File: src/rtl/operand_stream_pkg.sv
// ---------------------------------------------------------------------------
// operand_stream_pkg
// Shared types and defaults for the operand stream driver.
//   drv_state_e          : driver FSM state encoding
//   DRAIN_CYCLES_DEFAULT : default length of the post-issue drain window
// ---------------------------------------------------------------------------
package operand_stream_pkg;

  typedef enum logic [1:0] {
    IDLE,
    RUN,
    DRAIN,
    DONE
  } drv_state_e;

  localparam int DRAIN_CYCLES_DEFAULT = 2;

endpackage

File: src/rtl/op_fifo.sv
// ---------------------------------------------------------------------------
// op_fifo
// Synchronous show-ahead FIFO holding {A,B} operand pairs.
// Ports:
//   clk_i   in  clock, rising edge
//   reset_i in  asynchronous active-high reset (empties the FIFO)
//   push    in  write din (ignored when full, even if a pop happens too)
//   din     in  WIDTH-bit entry to write
//   pop     in  drop the head entry (ignored when empty)
//   dout    out head entry, valid whenever empty is low
//   full    out no free entries
//   empty   out no stored entries
// Pointers carry one extra wrap bit so full and empty are told apart by
// comparing the MSBs when the index bits match.
// ---------------------------------------------------------------------------
module op_fifo
  import operand_stream_pkg::*;
#(
  parameter int WIDTH = 16,
  parameter int DEPTH = 16
) (
  input  logic             clk_i,
  input  logic             reset_i,
  input  logic             push,
  input  logic [WIDTH-1:0] din,
  input  logic             pop,
  output logic [WIDTH-1:0] dout,
  output logic             full,
  output logic             empty
);

  localparam int AW = $clog2(DEPTH);

  logic [AW:0]      wr_ptr;
  logic [AW:0]      rd_ptr;
  logic [WIDTH-1:0] mem [DEPTH];
  logic             do_push;
  logic             do_pop;

  assign empty   = (wr_ptr == rd_ptr);
  assign full    = (wr_ptr[AW] != rd_ptr[AW]) && (wr_ptr[AW-1:0] == rd_ptr[AW-1:0]);
  assign do_push = push && !full;
  assign do_pop  = pop && !empty;
  assign dout    = mem[rd_ptr[AW-1:0]];

  // Pointer bookkeeping; reset drops any stored entries by re-aligning pointers.
  always_ff @(posedge clk_i or posedge reset_i) begin
    if (reset_i) begin
      wr_ptr <= '0;
      rd_ptr <= '0;
    end else begin
      if (do_push) wr_ptr <= wr_ptr + (AW+1)'(1);
      if (do_pop)  rd_ptr <= rd_ptr + (AW+1)'(1);
    end
  end

  // Storage array; contents need no reset because the pointers define validity.
  always_ff @(posedge clk_i) begin
    if (do_push) mem[wr_ptr[AW-1:0]] <= din;
  end

endmodule

File: src/rtl/operand_stream_driver.sv
// ---------------------------------------------------------------------------
// operand_stream_driver
// Buffers {A,B} operand pairs from the stimulus side and issues exactly len_i
// of them over a valid/ready bus, counts returned results and raises done_o
// after a fixed drain window.
// Ports:
//   clk_i, reset_i            clock / asynchronous active-high reset
//   start_i, len_i            start pulse and transaction count (IDLE/DONE only)
//   ld_valid_i, ld_data_i     load side {A,B}, A in the upper half
//   ld_ready_o                load side ready (FIFO not full)
//   op_valid_o, op_a_o, op_b_o, op_ready_i   operand bus towards the DUT
//   res_valid_i, res_i        DUT results (no backpressure)
//   busy_o, done_o            RUN/DRAIN and DONE indicators
//   sent_cnt_o, res_cnt_o     issued handshakes / received results this run
//   checksum_o                rotate-xor checksum of results
// Optional feature macro: RES_CHECKSUM_EN adds checksum_o and its register.
// ---------------------------------------------------------------------------
module operand_stream_driver
  import operand_stream_pkg::*;
#(
  parameter int DATA_W       = 8,
  parameter int RES_W        = 8,
  parameter int DEPTH        = 16,
  parameter int CNT_W        = 32,
  parameter int DRAIN_CYCLES = DRAIN_CYCLES_DEFAULT
) (
  input  logic                clk_i,
  input  logic                reset_i,
  input  logic                start_i,
  input  logic [CNT_W-1:0]    len_i,
  input  logic                ld_valid_i,
  input  logic [2*DATA_W-1:0] ld_data_i,
  output logic                ld_ready_o,
  output logic                op_valid_o,
  output logic [DATA_W-1:0]   op_a_o,
  output logic [DATA_W-1:0]   op_b_o,
  input  logic                op_ready_i,
  input  logic                res_valid_i,
  input  logic [RES_W-1:0]    res_i,
  output logic                busy_o,
  output logic                done_o,
  output logic [CNT_W-1:0]    sent_cnt_o,
  output logic [CNT_W-1:0]    res_cnt_o
`ifdef RES_CHECKSUM_EN
  ,
  output logic [RES_W-1:0]    checksum_o
`endif
);

  localparam int DRN_W = $clog2(DRAIN_CYCLES + 1);

  drv_state_e          state;
  drv_state_e          next_state;
  logic [CNT_W-1:0]    len_q;
  logic [CNT_W-1:0]    sent_cnt;
  logic [CNT_W-1:0]    res_cnt;
  logic [DRN_W-1:0]    drain_cnt;
  logic [2*DATA_W-1:0] fifo_dout;
  logic                fifo_full;
  logic                fifo_empty;
  logic                accept_start;
  logic                issue;
  logic                last_issue;
  logic                res_count;

  op_fifo #(
    .WIDTH (2*DATA_W),
    .DEPTH (DEPTH)
  ) u_fifo (
    .clk_i   (clk_i),
    .reset_i (reset_i),
    .push    (ld_valid_i && ld_ready_o),
    .din     (ld_data_i),
    .pop     (issue),
    .dout    (fifo_dout),
    .full    (fifo_full),
    .empty   (fifo_empty)
  );

  assign ld_ready_o   = !fifo_full;
  assign op_a_o       = fifo_dout[2*DATA_W-1:DATA_W];
  assign op_b_o       = fifo_dout[DATA_W-1:0];
  assign accept_start = start_i && ((state == IDLE) || (state == DONE));
  assign issue        = op_valid_o && op_ready_i;
  // len_q is at least 1 whenever RUN is active, so the subtraction cannot wrap.
  assign last_issue   = issue && (sent_cnt == len_q - CNT_W'(1));
  assign res_count    = res_valid_i && ((state == RUN) || (state == DRAIN));
  assign sent_cnt_o   = sent_cnt;
  assign res_cnt_o    = res_cnt;

  // State register.
  always_ff @(posedge clk_i or posedge reset_i) begin
    if (reset_i) state <= IDLE;
    else         state <= next_state;
  end

  // Next-state logic; a zero-length run skips RUN and goes straight to the drain window.
  always_comb begin
    next_state = state;
    case (state)
      IDLE, DONE: if (start_i) next_state = (len_i == '0) ? DRAIN : RUN;
      RUN:        if (last_issue) next_state = DRAIN;
      DRAIN:      if (drain_cnt == DRN_W'(1)) next_state = DONE;
    endcase
  end

  // Output decode; op_valid_o depends only on registered state so it stays
  // stable until the handshake pops the head.
  always_comb begin
    op_valid_o = 1'b0;
    busy_o     = 1'b0;
    done_o     = 1'b0;
    if (state == RUN && !fifo_empty && (sent_cnt < len_q)) op_valid_o = 1'b1;
    if (state == RUN || state == DRAIN) busy_o = 1'b1;
    if (state == DONE) done_o = 1'b1;
  end

  // Run counters and drain timer; counters stay readable in DONE until the next start.
  always_ff @(posedge clk_i or posedge reset_i) begin
    if (reset_i) begin
      len_q     <= '0;
      sent_cnt  <= '0;
      res_cnt   <= '0;
      drain_cnt <= '0;
    end else begin
      if (accept_start) begin
        len_q    <= len_i;
        sent_cnt <= '0;
        res_cnt  <= '0;
      end else begin
        if (issue) sent_cnt <= sent_cnt + CNT_W'(1);
        if (res_count && (res_cnt != '1)) res_cnt <= res_cnt + CNT_W'(1);
      end
      if (next_state == DRAIN && state != DRAIN) drain_cnt <= DRN_W'(DRAIN_CYCLES);
      else if (state == DRAIN)                   drain_cnt <= drain_cnt - DRN_W'(1);
    end
  end

`ifdef RES_CHECKSUM_EN
  logic [RES_W-1:0] checksum_q;

  // Rotate-left-then-xor checksum over every result counted during RUN/DRAIN.
  always_ff @(posedge clk_i or posedge reset_i) begin
    if (reset_i)           checksum_q <= '0;
    else if (accept_start) checksum_q <= '0;
    else if (res_count)    checksum_q <= {checksum_q[RES_W-2:0], checksum_q[RES_W-1]} ^ res_i;
  end

  assign checksum_o = checksum_q;
`else
  logic unused_res;
  assign unused_res = ^res_i;
`endif

endmodule

File: config.mk
export PLATFORM = sky130hd
export DESIGN_NAME = operand_stream_driver
export DESIGN_NICKNAME = d
export VERILOG_FILES = /design/src/rtl/operand_stream_pkg.sv /design/src/rtl/op_fifo.sv /design/src/rtl/operand_stream_driver.sv
export SDC_FILE = /design/constraint.sdc
export NUM_CORES = 1
export LEC_CHECK = 0
export CORE_ASPECT_RATIO = 1.2
export CORE_MARGIN = 1.5
export CORE_UTILIZATION = 54
export CTS_BUF_LIST = sky130_fd_sc_hd__clkbuf_8
export CTS_CLUSTER_SIZE = 24
export DETAILED_ROUTE_END_ITERATION = 12
export PLACE_DENSITY_LB_ADDON = 0.25
export SLEW_MARGIN = 20
export SYNTH_ARGS = -nofsm -noshare
export SYNTH_HDL_FRONTEND = slang
export SYNTH_SLANG_ARGS = --single-unit
File: constraint.sdc
create_clock -name clk_i -period 3.7 [get_ports clk_i]
set_clock_uncertainty 0.2 [all_clocks]
set_input_delay 0.74 -clock clk_i [delete_from_list [all_inputs] [get_ports clk_i]]
set_output_delay 0.74 -clock clk_i [all_outputs]
set_load 0.05 [all_outputs]
; ---- After elaboration in Yosys (flattened, before gate mapping)
; Memories as Yosys holds them, arrays and structs flattened.
; Index checks and enable logic that the tools add are counted.
[word_totals]
n_memories = 1
ff_bits = 110
mem_bits_rw = 256
word_cells = 64
inputBits = 62
[classes]
addsub = 6
order_cmp = 1
n_eq_ne = 11
reduce_logical = 22
mux = 16
[memory_table]
columns = memory, depth, word_bits, read_ports, rd_clocked_by_memory_dff, write_ports, line_no
row1 = u_fifo.mem, 16, 16, 1, 0, 1, op_fifo.sv:36  ; logic [WIDTH-1:0] mem [DEPTH];
[ops]
columns = operator, n
row1 = two-way mux 32 bit, 4
row2 = "adder 32 x 1 -> 32 bit, second input constant", 2
row3 = equality test 32 bit, 1
row4 = logical NOT 32 bit, 1
row5 = < comparator 32 bit, 1
row6 = "inequality test 32 bit, second input constant", 1
row7 = "subtractor 32 x 1 -> 32 bit, second input constant", 1
row8 = logical AND 1 bit, 12
row9 = two-way mux 2 bit, 6
row10 = "adder 5 x 1 -> 5 bit, second input constant", 2
row11 = "equality test 2 bit, second input constant", 3
row12 = case mux 2 bit (3 select lines), 1
row13 = nonzero test 2 bit, 3
row14 = equality test 5 bit, 1
row15 = two-way mux 1 bit, 5
row16 = "equality test 2 x 1 -> 1 bit, second input constant", 2
row17 = equality test 4 bit, 1
row18 = logical NOT 1 bit, 2
row19 = logical NOT 2 bit, 1
row20 = logical OR 1 bit, 2
row21 = "inequality test 2 bit, second input constant", 1
row22 = OR reduction 2 bit, 1
row23 = "subtractor 2 x 1 -> 2 bit, second input constant", 1
row24 = inequality test 1 bit, 1

; ---- Logic depth before layout (Yosys ltp)
; Gate-level depths: netlist of the first run.
[logic_depth]
word_depth = 12
mapped_depth = 12

; ---- Cells and area by module
; From an unflattened synthesis of the first run, not the netlist that was laid out.
[hier_totals]
cells_unflattened = 1249
hier_area_um2 = 16997.6
[by_module_without_submodules]
columns = mod, instances, seq_area_each_um2, cells_each, area_per_inst_um2
row1 = op_fifo, 1, 7937.6, 474, 10364.9
row2 = operand_stream_driver, 1, 2502.4, 775, 6632.6

; ---- Least setup slack after synthesis of the first run
; OpenSTA, ideal clock, no wires.
[synth_path]
path_type = register to register
startpoint = reg sent_cnt[7] (netlist: sent_cnt_o[7])
endpoint = reg drain_cnt[0]
n_path_buf = 0
period_less_slack_ns = 3.801
setup_slack_ns = -0.101
stages_incl_launch_ff = 10
arrival_ns = 3.463
cell_sequence = dfrtp_1 ha_1 a21oi_1 o21ai_0 a221o_1 o311a_1 nor2_1 nand2_1 nor4_2 o21ai_0
[synth_via]
elab_chain_len = 10
word_cells_on_any_way = 12
classes_between = order compare: 1 / eq/ne: 2 / mux: 4 / reduce/logical: 5
[synth_lines]
columns = element, line_no
row1 = "start, declared", operand_stream_driver.sv:55  ; logic [CNT_W-1:0] sent_cnt;
row2 = "start signal, assigned", operand_stream_driver.sv:131  ; if (issue) sent_cnt <= sent_cnt + CNT_W'(1);
row3 = < comparator 32 bit (*), operand_stream_driver.sv:113  ; if (state == RUN && !fifo_empty && (sent_cnt < len_q)) op_valid_o = 1'b1;
row4 = logical AND 1 bit (*), operand_stream_driver.sv:113
row5 = two-way mux 1 bit (*), operand_stream_driver.sv:113
row6 = via op_valid_o, operand_stream_driver.sv:34  ; output logic op_valid_o,
row7 = logical AND 1 bit (*), operand_stream_driver.sv:84  ; assign issue = op_valid_o && op_ready_i;
row8 = logical AND 1 bit (*), operand_stream_driver.sv:86  ; assign last_issue = issue && (sent_cnt == len_q - CNT_W'(1));
row9 = two-way mux 2 bit (*), operand_stream_driver.sv:102  ; RUN: if (last_issue) next_state = DRAIN;
row10 = case mux 2 bit (3 select lines) (*), operand_stream_driver.sv:100  ; case (state)
row11 = equality test 2 bit (*), operand_stream_driver.sv:134  ; if (next_state == DRAIN && state != DRAIN) drain_cnt <= DRN_W'(DRAIN_CYCLES);
row12 = logical AND 1 bit (*), operand_stream_driver.sv:134
row13 = two-way mux 2 bit or nonzero test 2 bit (tied branches), n/a
row14 = "end signal, assigned", operand_stream_driver.sv:134
row15 = "end signal, assigned", operand_stream_driver.sv:135  ; else if (state == DRAIN) drain_cnt <= drain_cnt - DRN_W'(1);
row16 = "end, declared", operand_stream_driver.sv:57  ; logic [DRN_W-1:0] drain_cnt;
; Mark *: on every way through the listed nets, which the timed path passes. The rest lies on a longest branch.
; A chain may end at the register's enable or synchronous reset.

; ---- Worst setup path after layout of the first run
[layout_path]
startpoint = reg u_fifo.rd_ptr[0]
endpoint = out op_a_o[0]
[layout_via]
elab_chain_len = 1
[layout_lines]
columns = element, line_no
row1 = "start, declared", op_fifo.sv:35  ; logic [AW:0] rd_ptr;
row2 = "start signal, assigned", op_fifo.sv:53  ; if (do_pop) rd_ptr <= rd_ptr + (AW+1)'(1);
row3 = memory (16 x 16 bit), n/a
row4 = "end, declared", operand_stream_driver.sv:35  ; output logic [DATA_W-1:0] op_a_o,
; Every way passes these cells.

==> reports/summary.txt, run 1 <==
EDFF count, synth: 256
DR vias: 10628
critical path class: flip-flop to output port
Tightest Pin Transition: 0.784 ns
Fmax: 280 MHz
Skew-Pair Late Insertion Delay: 0.61 ns
Avg WL per Cell: 20.8 um
Starting Density: 54.8%
critical path data required time: 2.76 ns
vias per cell: 5.83
critical path peak fanout: 35
r2r setup slk: 0.20 ns
syn avg cell area: 14.1 sq um
ys flop type: edfxtp_1
Final Worst Setup Slack: 0.126 ns
max-cap violations: 0
initial antenna violation count: 0
Post-Syn Instances: 1180
Setup TNS Final: 0 ns
worst r2r dst: state[1]
Warnings, synthesis: 0
grt ovf: 0
RSZ-0062 raised after global routing: false
distinct cell type count after synthesis: 64
Lkg Pwr: 7.35 nW
Fillers: 2148
Final Hold Slack: 0.292 ns
Worst-path clk slew: 0.06 ns
Area growth syn-to-layout: 20.0%
VDD IR max: 0.576 mV
FF-to-FF Start: len_q[1]
Post-Place Worst Slack: 0.114 ns
Die Height: 196 um
CTS Buf Count: 57
Tot Pwr: 13.9 mW
GRT Util Overall: 24.4%
Final Wtd Congestion: 0.895
Detailed Routing Iterations Pass 1: 5
final max-slew violation count: 0
H-Tree Depth: 2
asr flop ratio synth: 30.1%
Die Span X: 164 um
clock buffer depth: 3
vias in the first global route: 10773
CP startpoint kind: flip-flop
R2R cell count: 11
status: finished clean
number of I/O port buffers: 137
# hold bufs at CTS: 0
CP Capture Type: output port
row count: 70
Routed Wire Length: 37900 um
CTS root buf: clkbuf_8
leading area contributor after synthesis: edfxtp_1
layout cells sized above 1: 19.8%
clk sink count: 366
core area: 30500 sq um
CTS tree: yes
crit share post-route: 96.6%
I/O pin count: 146
Worst slew margin: 47.2%
NumNets Final: 1492
final setup vio count: 0
FF+latch count, synth: 366
placed cell count: 1712
Antenna Cells: 0
Detail Placement HPWL: 24500 um
most area-consuming cells after synthesis: edfxtp_1 46%, dfrtp_1 16%, mux4_2 11%, ha_1 3.3%, xor2_1 2.8%
largest net degree at the start of global routing: 97
worst min-delay path class: input port to async pin
WP data arrival: 2.63 ns
Worst setup startpoint: u_fifo.rd_ptr[0]
ANT nets after route: 0
Pwr per Cell Area: 694 nW/um^2
synthesized cell area: 16700 sq um
Tmin final: 3.57 ns
Synth top area share: 46.0%
syn_nets: 1286
most common cell in the netlist: edfxtp_1
fin cells: 1822
die area: 32000 sq um
sequential fraction of the synthesis area: 62.5%
final hold violation count: 0
Starting DRT DRC Count: 977
most frequent cells after synthesis: 256 x edfxtp_1, 110 x dfrtp_1, 90 x nand2_1, 90 x nor2_1, 80 x mux4_2
DRC: 0
global-route wire length before repair: 59300 um
crit path to: op_a_o[0]
[report_power, final]
group	internal, mW	switching [mW]	leakage, nW
sequential	4.97	0.406	3.75
combinational	2.22	3.15	3.01
clock	1.63	1.52	0.589
total	8.82	5.08	7.35
[what timing repair did]
item	CTS	global route
gates resized for setup	5	15
gates cloned	0	0
buffers inserted	3	8
pin swaps	0	5
setup endpoints to repair	15	1
[sequential cells by signal (all words and copies together), names as in the netlist]
name           count
u_fifo.mem       256
len_q             32
res_cnt_o         32
sent_cnt_o        32
u_fifo.rd_ptr      5
u_fifo.wr_ptr      5
drain_cnt          2
state              2
[cells in the final DEF (no fill, tap or decap), types with 7 or more instances in the layout]
cell type and instances:
a21oi_1 24, and3_1 17, and4_1 10, buf_12 7, buf_4 69, clkbuf_8 63, clkdlybuf4s50_1 119, clkinv_1 13
clkinv_2 8, dfrtp_1 98, dfrtp_2 11, edfxtp_1 256, ha_1 43, inv_1 54, mux4_2 80, nand2_1 90
nand3_1 41, nand4_1 28, nor2_1 76, nor2_2 12, nor3_1 20, nor4_1 19, o21ai_0 57, or3_1 10
xnor2_1 45, xor2_1 53
[logic make-up after synthesis]
kind of cell | count (synthesis) | share of synthesized area (%)
flip-flops | 366 | 62.5
multiplexers | 83 | 11.0
AND/OR/NAND/NOR | 368 | 11.2
adder cells (fa/ha/maj) | 44 | 3.30
XOR/XNOR | 98 | 5.14
buffers and inverters | 94 | 2.17
AO/OA/AOI/OAI | 127 | 4.67
[per-layer routing]
| layer | wire length [um] | track usage, % |
|---|---|---|
| met1 | 15000 | 32.0 |
| met2 | 19600 | 41.8 |
| met5 | 0 | 0 |
| met4 | 756 | 7.04 |
| met3 | 2570 | 4.40 |
[worst min path at each step]
stage | cells past startpoint | end | from | slack [ns]
final | 2 | res_cnt_o[9] | reset_i | 0.29
after global routing | 1 | u_fifo.wr_ptr[4] | u_fifo.wr_ptr[4] | 0.31
after CTS | 2 | res_cnt_o[3] | reset_i | 0.28
after detailed placement | 1 | u_fifo.wr_ptr[4] | u_fifo.wr_ptr[4] | 0.28
after global placement | 1 | u_fifo.wr_ptr[4] | u_fifo.wr_ptr[4] | 0.28
after floorplan | 1 | u_fifo.wr_ptr[4] | u_fifo.wr_ptr[4] | 0.26
[worst max-delay path, stage by stage, from the launching register on]
cell and delay (ns):
dfrtp_4 0.44, buf_12 0.28, mux4_2 0.55, mux4_2 0.52
buf_4 0.21
[per-stage QoR]
| step | cell area [sq um] | utilization, % |
|---|---|---|
| 2_1_floorplan | 16700 | - |
| 3_3_place_gp | 18800 | 61.8 |
| 3_5_place_dp | 18800 | 61.8 |
| 4_1_cts | 19900 | 65.4 |
| 5_1_grt | 20000 | 65.8 |
| 6_report | 20000 | 65.8 |
[layout make-up]
cell class | instances | area (sq um) | area share, %
sequential | 366 | 10500 | 52.2
multi-input combinational | 720 | 6000 | 30.0
timing repair buffer | 195 | 1850 | 9.23
clock buffer | 63 | 867 | 4.33
tap | 396 | 495 | 2.47
clock inverter | 36 | 193 | 0.961
inverter | 46 | 176 | 0.880
No activity file was read; power rests on OpenSTA's default activity.
==> run 2: changes to the inputs <==
- CELL_PAD_IN_SITES_DETAIL_PLACEMENT: unset -> 1
- CELL_PAD_IN_SITES_GLOBAL_PLACEMENT: unset -> 1
- CORE_UTILIZATION: 54 -> 45
- REMOVE_ABC_BUFFERS: unset -> 1
==> run 2 against run 1 <==
Net effect:
- non-clock buffer count rose by 27
- register-to-register slack lost 0.10 ns
- clock power increased by 3%
- core utilization down 9.7 points
- power increased by 6.0%
- design area up 2.6%
- routed wire length grew 19%
- global-route usage fell by 0.24 points
- combinational power grew 14%
- first-iteration DRC count is 26% lower
- final cell count increased by 5.8%
- highest routed layer is now met5
==> reports/summary.txt, run 2 (same netlist as run 1, synthesis figures left out) <==
CTS root buf: clkbuf_8
NumNets Final: 1521 (+1.9%)
RSZ-0062 raised after global routing: true
Slowest cell on crit path: dfrtp_4
Fillers: 3636 (+69%)
GRT Util Overall: 24.2% (-0.24 points)
Tightest Pin Transition: 0.869 ns (+0.0844 ns)
Pwr per Cell Area: 717 nW/um^2 (+3.3%)
Placed Instance Area: 18900 sq um (+0.48%)
most used cell, CP: mux4_2
crit share post-route: 99.9% (+3.3 points)
Die Span X: 179 um (+9.4%)
final setup vio count: 0 (unchanged)
Worst-path clk slew: 0.06 ns (about the same)
Final Hold Slack: 0.240 ns (-0.0517 ns)
Final Wtd Congestion: 0.853 (-4.7%)
final hold violation count: 0 (unchanged)
commonest non-fill, non-tap cells in the layout: 256 x edfxtp_1, 118 x clkdlybuf4s50_1, 96 x dfrtp_1
Tmin final: 3.70 ns (+0.121 ns)
Worst slew margin: 41.9% (-5.4 points)
Util after Layout: 56.0% (-9.7 points)
CP Capture Type: output port
Worst path max stage delay: 0.50 ns (-0.05 ns)
worst min-delay path class: input port to async pin
number of I/O port buffers: 137 (unchanged)
critical path peak fanout: 7 (-80%)
CTS tree: yes
Avg WL per Cell: 23.5 um (+13%)
CP startpoint kind: flip-flop
# hold bufs at CTS: 0 (unchanged)
CTS Buf Count: 59 (+3.5%)
Detailed Routing Iterations Pass 1: 5 (unchanged)
max-cap violations: 0 (unchanged)
Skew-Pair Late Insertion Delay: 0.69 ns (+0.08 ns)
initial antenna violation count: 1 (+1)
Setup TNS Final: 0 ns (unchanged)
critical path class: flip-flop to output port
vias per cell: 5.72 (-1.9%)
DRC: 0 (unchanged)
row count: 77 (+10%)
Lkg Pwr: 7.60 nW (+3.4%)
largest net degree at the start of global routing: 97 (unchanged)
Detail Placement HPWL: 28300 um (+16%)
WP data arrival: 2.76 ns (+0.13 ns)
status: finished clean
Area growth syn-to-layout: 23.2%
critical path cell sequence: buf_12 -> buf_8 -> buf_16 -> mux4_2 -> mux4_2 -> buf_6
Tot Pwr: 14.7 mW (+6.0%)
Starting Density: 45.5% (-9.3 points)
I/O pin count: 146 (unchanged)
critical path data required time: 2.76 ns (about the same)
DR vias: 11037 (+3.8%)
global-route wire length before repair: 68900 um (+16%)
die area: 38300 sq um (+20%)
vias in the first global route: 11765 (+9.2%)
Antenna Cells: 0 (unchanged)
layout cells sized above 1: 20.8% (+0.99 points)
clk sink count: 366 (unchanged)
ANT nets after route: 0 (unchanged)
H-Tree Depth: 2 (unchanged)
Starting DRT DRC Count: 726 (-26%)
most common cell after layout, fill and taps aside: edfxtp_1
Fmax: 271 MHz (-3.3%)
placed cell count: 1795 (+4.8%)
Design Area, Final: 20600 sq um (+2.6%)
core area: 36700 sq um (+20%)
VDD IR max: 0.609 mV (+5.8%)
number of flip-flops in the largest register: 256 (unchanged)
grt ovf: 0 (unchanged)
final max-slew violation count: 0 (unchanged)
clock buffer depth: 3 (unchanged)
Final Worst Setup Slack: 0.00445 ns (-0.121 ns)
Routed Wire Length: 45200 um (+19%)
Post-Place Worst Slack: 0.153 ns (+0.0382 ns)
fin cells: 1928 (+5.8%)
Die Height: 214 um (+9.4%)
## run 2: changes by cell type in the layout (fill, tap and decap cells not counted), moves of 4 or more
cell	delta
inv_1	+9
buf_6	+11
buf_4	+6
clkinv_2	-4
nor2_1	+11
buf_16	+7
clkinv_1	-5
nor2_2	-11
## run 2: final timing paths
check	from	to	slack, ns	cells past startpoint
min	reset_i	res_cnt_o[17]	0.24	2
min in group clk_i	u_fifo.wr_ptr[4]	u_fifo.wr_ptr[4]	0.29	1
max	u_fifo.rd_ptr[0]	op_b_o[2]	0.004	6
min reg2reg	u_fifo.wr_ptr[4]	u_fifo.wr_ptr[4]	0.29	1
max reg2reg	len_q[13]	state[1]	0.10	10
max in group asynchronous	reset_i	u_fifo.rd_ptr[0]	2.23	3
## run 2: what timing repair did
action / CTS / global route
gates resized for setup: 38 / 20
setup endpoints to repair: 18 / 11
pin swaps: 2 / 6
cloned: 6 / 0
setup buffers: 7 / 20
## run 2: final cells by class
cell class              instances  area [sq um]  area share, %
multi-input cells             720          6020           29.3
well taps                     474           593           2.88
flip-flops and latches        366         10500           50.9
clock buffers                  61           840           4.08
inverters                      46           178          0.864
clock inverters                39           214           1.04
repair buffers                222          2260           11.0
## run 2: critical path: cells and delay by family (launching register included)
family                 cells  cell delay [ns]
buffers and inverters      4             0.60
DFF                        1             0.50
muxes                      2             0.95
## run 2: routing by layer
layer / wire length (um) / vias up / global-route usage, %
met4: 1560 / 2 / 9.64
met1: 17600 / 5694 / 29.3
met2: 23900 / 297 / 42.6
met5: 10 / - / 0
met3: 2190 / 87 / 3.73
li1: - / 4957 / -
## run 2: power by group
| part | internal, mW | switching [mW] |
|---|---|---|
| clock network | 1.60 | 1.64 |
| registers | 4.97 | 0.408 |
| logic | 2.64 | 3.48 |
